File: config.mk
export PLATFORM = sky130hd
export DESIGN_NAME = brownout_release_seq
export DESIGN_NICKNAME = d
export VERILOG_FILES = /design/src/rtl/brownout_pkg.sv /design/src/rtl/brownout_gap_timer.sv /design/src/rtl/brownout_release_seq.sv
export SDC_FILE = /design/constraint.sdc
export NUM_CORES = 1
export LEC_CHECK = 0
export CAP_MARGIN = 10
export CORE_MARGIN = 2
export CORE_UTILIZATION = 44
export CTS_CLUSTER_SIZE = 8
export DETAILED_ROUTE_END_ITERATION = 10
export PLACE_DENSITY_LB_ADDON = 0.05
export SLEW_MARGIN = 5
export SYNTH_ARGS = -nofsm -noshare
export SYNTH_HDL_FRONTEND = slang
export SYNTH_SLANG_ARGS = --single-unit
File: constraint.sdc
create_clock -name osc_ck -period 1.61 [get_ports osc_ck]
set_input_delay 0.4025 -clock osc_ck [delete_from_list [all_inputs] [get_ports osc_ck]]
set_output_delay 0.4025 -clock osc_ck [all_outputs]
set_load 0.02 [all_outputs]
File: src/rtl/brownout_pkg.sv
// Shared types and defaults for the brown-out release sequencer.
// Holds the sequencer state encoding and the default settle gap.
package brownout_pkg;

    // seq_state debug encoding: IDLE=00, ARM=01, RELEASE=10, DONE=11
    typedef enum logic [1:0] {
        IDLE    = 2'b00,
        ARM     = 2'b01,
        RELEASE = 2'b10,
        DONE    = 2'b11
    } seq_state_t;

    localparam int GAP_CYC_DEF = 16;

endpackage

File: src/rtl/brownout_gap_timer.sv
// Settle-gap timer: GAP_W-bit up-counter with synchronous clear.
// Ports: osc_ck clock, clr_cnt_sb async clear (active-low),
//        i_clr sync clear, o_expire high when count == GAP_CYC-1.
module brownout_gap_timer #(
    parameter int GAP_W   = 5,
    parameter int GAP_CYC = 16
) (
    input  logic osc_ck,
    input  logic clr_cnt_sb,
    input  logic i_clr,
    output logic o_expire
);

    localparam logic [GAP_W-1:0] LAST = GAP_W'(GAP_CYC - 1);

    logic [GAP_W-1:0] r_cnt;

    // Cleared on every release, so the count never wraps.
    always_ff @(posedge osc_ck or negedge clr_cnt_sb) begin
        if (!clr_cnt_sb) begin
            r_cnt <= '0;
        end else if (i_clr) begin
            r_cnt <= '0;
        end else begin
            r_cnt <= r_cnt + 1'b1;
        end
    end

    assign o_expire = (r_cnt == LAST);

endmodule

File: src/rtl/brownout_release_seq.sv
// Releases active-low domain resets one at a time after supply-good,
// with a GAP_CYC settle gap; any trip re-asserts all of them.
// Ports: osc_ck clock, clr_cnt_sb async clear (active-low), ena,
//        outb_unbuf supply-good, dcomp comparator trip,
//        rst_dom_b domain resets, seq_done, seq_state debug.
// Option: BROUT_SEQ_ABORT_CNT_EN adds abort_cnt[7:0].
module brownout_release_seq
    import brownout_pkg::*;
#(
    parameter int N_STAGES = 3,
    parameter int GAP_CYC  = GAP_CYC_DEF,
    parameter int GAP_W    = 5
) (
    input  logic                osc_ck,
    input  logic                clr_cnt_sb,
    input  logic                ena,
    input  logic                outb_unbuf,
    input  logic                dcomp,
    output logic [N_STAGES-1:0] rst_dom_b,
    output logic                seq_done,
    output logic [1:0]          seq_state
`ifdef BROUT_SEQ_ABORT_CNT_EN
    ,
    output logic [7:0]          abort_cnt
`endif
);

    localparam int IDX_W = $clog2(N_STAGES + 1);
    localparam logic [IDX_W-1:0] LAST_IDX = IDX_W'(N_STAGES - 1);

    seq_state_t          r_state;
    seq_state_t          w_state_nxt;
    logic [IDX_W-1:0]    r_stage_idx;
    logic [IDX_W-1:0]    w_stage_idx_nxt;
    logic [N_STAGES-1:0] r_rst_dom_b;
    logic [N_STAGES-1:0] w_rst_dom_b_nxt;
    logic                r_seq_done;
    logic                w_seq_done_nxt;
    logic                w_abort;
    logic                w_expire;
    logic                w_counting;
    logic                w_gap_clr;
    logic                w_last;

    // Abort has priority over every transition, including gap expiry.
    assign w_abort    = (r_state != IDLE) &&
                        (dcomp || !outb_unbuf || !ena);
    assign w_counting = (r_state == ARM) || (r_state == RELEASE);
    assign w_gap_clr  = !w_counting || w_abort || w_expire;
    assign w_last     = (r_stage_idx == LAST_IDX);

    brownout_gap_timer #(
        .GAP_W   (GAP_W),
        .GAP_CYC (GAP_CYC)
    ) u_gap (
        .osc_ck     (osc_ck),
        .clr_cnt_sb (clr_cnt_sb),
        .i_clr      (w_gap_clr),
        .o_expire   (w_expire)
    );

    always_ff @(posedge osc_ck or negedge clr_cnt_sb) begin
        if (!clr_cnt_sb) begin
            r_state <= IDLE;
        end else begin
            r_state <= w_state_nxt;
        end
    end

    always_comb begin
        w_state_nxt = r_state;
        if (w_abort) begin
            w_state_nxt = IDLE;
        end else begin
            unique case (r_state)
                IDLE: begin
                    if (ena && outb_unbuf) w_state_nxt = ARM;
                end
                ARM, RELEASE: begin
                    if (w_expire && w_last) w_state_nxt = DONE;
                    else if (w_expire)      w_state_nxt = RELEASE;
                end
                DONE:    w_state_nxt = DONE;
                default: w_state_nxt = IDLE;
            endcase
        end
    end

    // Next values for the registered outputs.
    always_comb begin
        w_rst_dom_b_nxt = r_rst_dom_b;
        w_seq_done_nxt  = r_seq_done;
        w_stage_idx_nxt = r_stage_idx;
        if (w_abort || (r_state == IDLE)) begin
            w_rst_dom_b_nxt = '0;
            w_seq_done_nxt  = 1'b0;
            w_stage_idx_nxt = '0;
        end else if (w_counting && w_expire) begin
            for (int i = 0; i < N_STAGES; i++) begin
                if (IDX_W'(i) == r_stage_idx) w_rst_dom_b_nxt[i] = 1'b1;
            end
            w_stage_idx_nxt = r_stage_idx + 1'b1;
            w_seq_done_nxt  = w_last;
        end
    end

    always_ff @(posedge osc_ck or negedge clr_cnt_sb) begin
        if (!clr_cnt_sb) begin
            r_rst_dom_b <= '0;
            r_seq_done  <= 1'b0;
            r_stage_idx <= '0;
        end else begin
            r_rst_dom_b <= w_rst_dom_b_nxt;
            r_seq_done  <= w_seq_done_nxt;
            r_stage_idx <= w_stage_idx_nxt;
        end
    end

    assign rst_dom_b = r_rst_dom_b;
    assign seq_done  = r_seq_done;
    assign seq_state = r_state;

`ifdef BROUT_SEQ_ABORT_CNT_EN
    logic [7:0] r_abort_cnt;

    // Saturating; only the async clear resets it.
    always_ff @(posedge osc_ck or negedge clr_cnt_sb) begin
        if (!clr_cnt_sb) begin
            r_abort_cnt <= '0;
        end else if (w_abort && (r_abort_cnt != 8'hFF)) begin
            r_abort_cnt <= r_abort_cnt + 8'd1;
        end
    end

    assign abort_cnt = r_abort_cnt;
`endif

endmodule

Word-level counts from Yosys, hierarchy flattened. Index checks and enable logic that the tools add are counted.

Output and inout bits: 6. Bits in registers: 13. Input port bits: 5. Word-level logic and storage cells: 58.

Add/sub/neg operators: 2. Equality and inequality tests: 9. Reductions and logical operators: 25. Muxes and demuxes: 15.

Operator list (count): 2-to-1 mux 2 bit (6); nonzero test 2 bit (5); AND reduction 2 bit (4); == test 2 bit, second input constant (3); logical OR 1 bit (6); 2-to-1 mux 3 bit (2); case mux 2 bit (3 select lines) (1); adder 5 x 1 -> 5 bit, second input constant (1); == test 5 x 4 -> 1 bit, second input constant (1); 2-to-1 mux 1 bit (5); 2-to-1 mux 5 bit (1); logical AND 1 bit (4); zero test 2 bit (2); != test 4 bit, second input constant (1); zero test 1 bit (3); != test 3 bit, second input constant (1); adder 2 x 1 -> 2 bit, second input constant (1); == test 1 x 2 -> 1 bit, first input constant (1); == test 2 x 1 -> 1 bit, second input constant (1); == test 2 bit, first input constant (1); OR reduction 2 bit (1).

Logic depth before layout (Yosys ltp).
Depth after elaboration: 7. Mapped depth: 6. Depth with buffers taken out: 6.

Modules after synthesis. From an unflattened synthesis, not the netlist that was laid out.

Cell total of the unflattened synthesis: 62. Area, all modules: 643.1 µm².

By module, submodules not included: brownout_release_seq (seq. area each 200.2 µm², cells an instance 44, instances 1, area an instance 425.4 µm²); brownout_gap_timer (seq. area each 125.1 µm², cells an instance 18, instances 1, area an instance 217.7 µm²).

Least setup slack after synthesis. No wires, ideal clock.

Path type: register to register. Start: reg u_gap.r_cnt[0]. End: reg r_state[0], in the netlist seq_state[0]. Cell stages (with the launch flop): 7. Arrival time: 1.442 ns. Clock period less this slack: 1.571 ns. Library setup time: 0.128 ns. Setup slack: 0.039 ns. Buffers on the path: 0. Path through: dfrtp_1 ha_1 and3_1 ha_1 nand3_1 nor4bb_1 nor3b_1.

Cells in the longest elaborated chain, start to end: 5.

RTL lines: from (decl) (RTL line brownout_gap_timer.sv:16) `logic [GAP_W-1:0] r_cnt;`; from (signal assigned) (RTL line brownout_gap_timer.sv:25) `r_cnt <= r_cnt + 1'b1;`; == test 5 x 4 -> 1 bit (*) (RTL line brownout_gap_timer.sv:29) `assign o_expire = (r_cnt == LAST);`; logical AND 1 bit (RTL line brownout_release_seq.sv:80) `if (w_expire && w_last) w_state_nxt = DONE;`; 2-to-1 mux 2 bit (RTL line brownout_release_seq.sv:80); case mux 2 bit (3 select lines) (RTL line brownout_release_seq.sv:75) `unique case (r_state)`; 2-to-1 mux 2 bit (RTL line brownout_release_seq.sv:72) `if (w_abort) begin`; to (signal assigned) (RTL line brownout_release_seq.sv:66) `r_state <= w_state_nxt;`; to (decl) (RTL line brownout_release_seq.sv:31) `seq_state_t r_state;`.

Every way passes the cells marked *; elsewhere a longest branch is shown, timed or not. A chain may end at the register's enable or synchronous reset.

Final worst setup path. Same ends and word-level chain as after synthesis.

==> reports/metrics.yaml <==
run_status:
  status: "completed"
detailed_routing:
  wl_per_cell_um: 12.8
  via_count: 499
  drt_pass1_iterations: 4
  initialDrtViolationCount: 1
  routed_wirelength_mm: 1.25
  dr_wl_met2_um: 655
  wl_met3_um: 70
  route.top_layer_used: "met4"
  vias_per_cell: 5.09
  ant_nets: 0
  drc: 0
  wl_met1_um: 514
layout:
  diodes: 0
  final_area_sq_um: 861
  layout-drive-gt1-share_pct: 21.7
  stdcell_count: 98
  nNetsFinal: 96
  syn_to_final_growth_pct: 34.9
floorplanning:
  dieArea_sq_um: 1770
  row_count: 13
  core_sq_um: 1330
  num_io_pins: 11
  die_h_um: 42.1
  initial_core_util_pct: 47.8
  die_w_um: 42.1
setup_path:
  crit_path_start_kind: "flip-flop"
  end_kind: "flip-flop"
  critPathKind: "reg2reg"
  required_ns: 1.77
  arrival_ns: 1.75
  path_max_fanout: 3
clock_tree:
  root_buffer: "clkbuf_4"
  cts.sinks: 13
  cts.path.max_buffers: 2
  cts_buffers: 3
  cts_tree: "yes"
  ctsHtreeMaxLevel: 1
  clock_latency_ns: 0.28
  path_clk_slew_ns: 0.08
sta:
  finalHoldViolCount: 0
  setup_viol: 0
  slew_headroom_pct: 78.7
  post-route-period-util_pct: 98.6
  max_slew.worst_pin.slew_ns: 0.315
  max_freq_ghz: 0.630
  period_needed_ns: 1.59
  clock_skew_ns: 0.0128
  drv_slew: 0
placed_design:
  dp_hpwl_um: 901
  placed_area_sq_um: 795
  dp.cells: 93
  io_buffers: 10
  gp_congestion: 0.746
job:
  max_cap_violations: 0
logic_synthesis:
  synth_seq_cells: 13
  synth_seq_area_share_pct: 51.0
  synth_area_leaders: "dfrtp_1 51%, ha_1 14%, nor2_1 5.9%"
  yosysUniqueCellTypes: 20
  synth_warnings: 0
  synth_area_sq_um: 638
  synthCells: 63
  syn-mean-instance-area_sq_um: 10.1
  yosysTopAreaCell: "dfrtp_1"
  syn_nets: 75
  synth_top_area_share_pct: 51.0
power:
  power.leakage_uw: 0.000407
  power_density_nw_per_um2: 1230
  peakVddDrop_uv: 743
min_path:
  min-delay-path-class: "in2async"
grt:
  antenna_found_initial: 0
  grt_max_degree: 14
  grt_pass1_wl_mm: 2.20
  grt_usage_pct: 17.0
  grt_pass1_vias: 530
  grt-ovfl-total: 0
==> stage by stage <==
| stage | power [uW] | worst slack, ns | util, % | hold WS, ns | setup TNS (ns) |
|---|---|---|---|---|---|
| after floorplan | 641 | 0.0394 | - | 0.107 | 0 |
| after global placement | 787 | 0.0498 | 59.6 | 0.481 | 0 |
| after detailed placement | 801 | -0.0318 | 59.6 | 0.508 | -0.0318 |
| after CTS | 1010 | 0.0272 | 62.0 | 0.421 | 0 |
| after global routing | 1140 | -0.0596 | 64.5 | 0.448 | -0.0627 |
| final | 1060 | 0.0220 | 64.5 | 0.413 | 0 |
==> synth_stat cells <==
cell type,count
a21oi_1,3
a21oi_2,1
a31oi_1,2
and3_1,1
and3b_1,1
dfrtp_1,13
ha_1,7
inv_1,7
nand2_1,4
nand2b_1,1
nand3_1,3
nor2_1,10
nor2b_2,1
nor3b_1,1
nor4bb_1,1
o21ai_0,2
o21ai_1,1
or3_1,1
xnor2_1,2
xor2_1,1
==> logic make-up (layout without fill, tap and decap cells) <==
family	after synthesis	count (layout)	share of synthesized area (%)
buffers and inverters	7	27	4.12
AND/OR/NAND/NOR	24	24	19.0
AO/OA/AOI/OAI	9	9	8.04
XOR/XNOR	3	3	4.12
flip-flops	13	13	51.0
adder cells (fa/ha/maj)	7	7	13.7
==> power by group <==
group / leakage [uW] / internal (uW) / total (uW) / switching (uW)
Combinational: 0.000213 / 214 / 467 / 253
Sequential: 0.000179 / 365 / 392 / 27.6
Clock: 0.0000150 / 96.1 / 201 / 105
Total: 0.000407 / 675 / 1060 / 386
==> worst paths after layout <==
check                                      end  slack [ns]           start  cells after the start
min in group osc_ck               rst_dom_b[2]        0.51    rst_dom_b[2]                      2
worst min-delay path                  seq_done        0.41      clr_cnt_sb                      2
max in group asynchronous       u_gap.r_cnt[3]        1.02      clr_cnt_sb                      2
worst max-delay path              seq_state[0]        0.02  u_gap.r_cnt[0]                      6
worst min register to register    rst_dom_b[2]        0.51    rst_dom_b[2]                      2
worst max register to register    seq_state[0]        0.02  u_gap.r_cnt[0]                      6
==> registers in the layout, indices dropped and copies added, names as in the netlist <==
| register | flops |
|---|---|
| r_stage_idx | 2 |
| rst_dom_b | 3 |
| seq_done | 1 |
| seq_state | 2 |
| u_gap.r_cnt | 5 |
==> repair_timing <==
item                                    4_1_cts  5_1_grt
pin swaps                                     1        1
endpoints found under the setup margin       10        9
hold buffers                                  0        0
buffers inserted                              0        1
gates resized for setup                       9        6
==> cells in the final DEF, fill, tap and decap left out, types with 2 or more instances in the layout <==
master | netlist | final
nor2_1 | 10 | 9
clkdlybuf4s50_1 | 0 | 4
o21ai_0 | 2 | 2
inv_1 | 7 | 7
a21oi_1 | 3 | 3
nand3_1 | 3 | 3
xnor2_1 | 2 | 2
dfrtp_1 | 13 | 13
a31oi_1 | 2 | 2
dlygate4sd2_1 | 0 | 6
nand2_1 | 4 | 3
clkbuf_4 | 0 | 3
buf_4 | 0 | 6
ha_1 | 7 | 5
==> critical path, cell delays in order (launching register included) <==
cell      delay [ns]
dfrtp_1         0.40
ha_2            0.20
and3_1          0.20
ha_4            0.18
nand3_1         0.10
nor4bb_2        0.30
nor3b_2         0.09
==> final cells by class <==
cell class                 count  area (sq um)
timing repair buffer          16           138
tap                           15          18.8
clock buffer                   4          26.3
inverter                       7          26.3
sequential                    13           325
multi-input combinational     43           327
fill                         132           473
==> routing by layer <==
metal	vias to the layer above	track usage [%]
li1	248	-
met1	234	18.8
met2	15	29.1
met3	2	7.76
met4	0	5.63
met5	-	0
No activity file was read; power rests on OpenSTA's default activity.
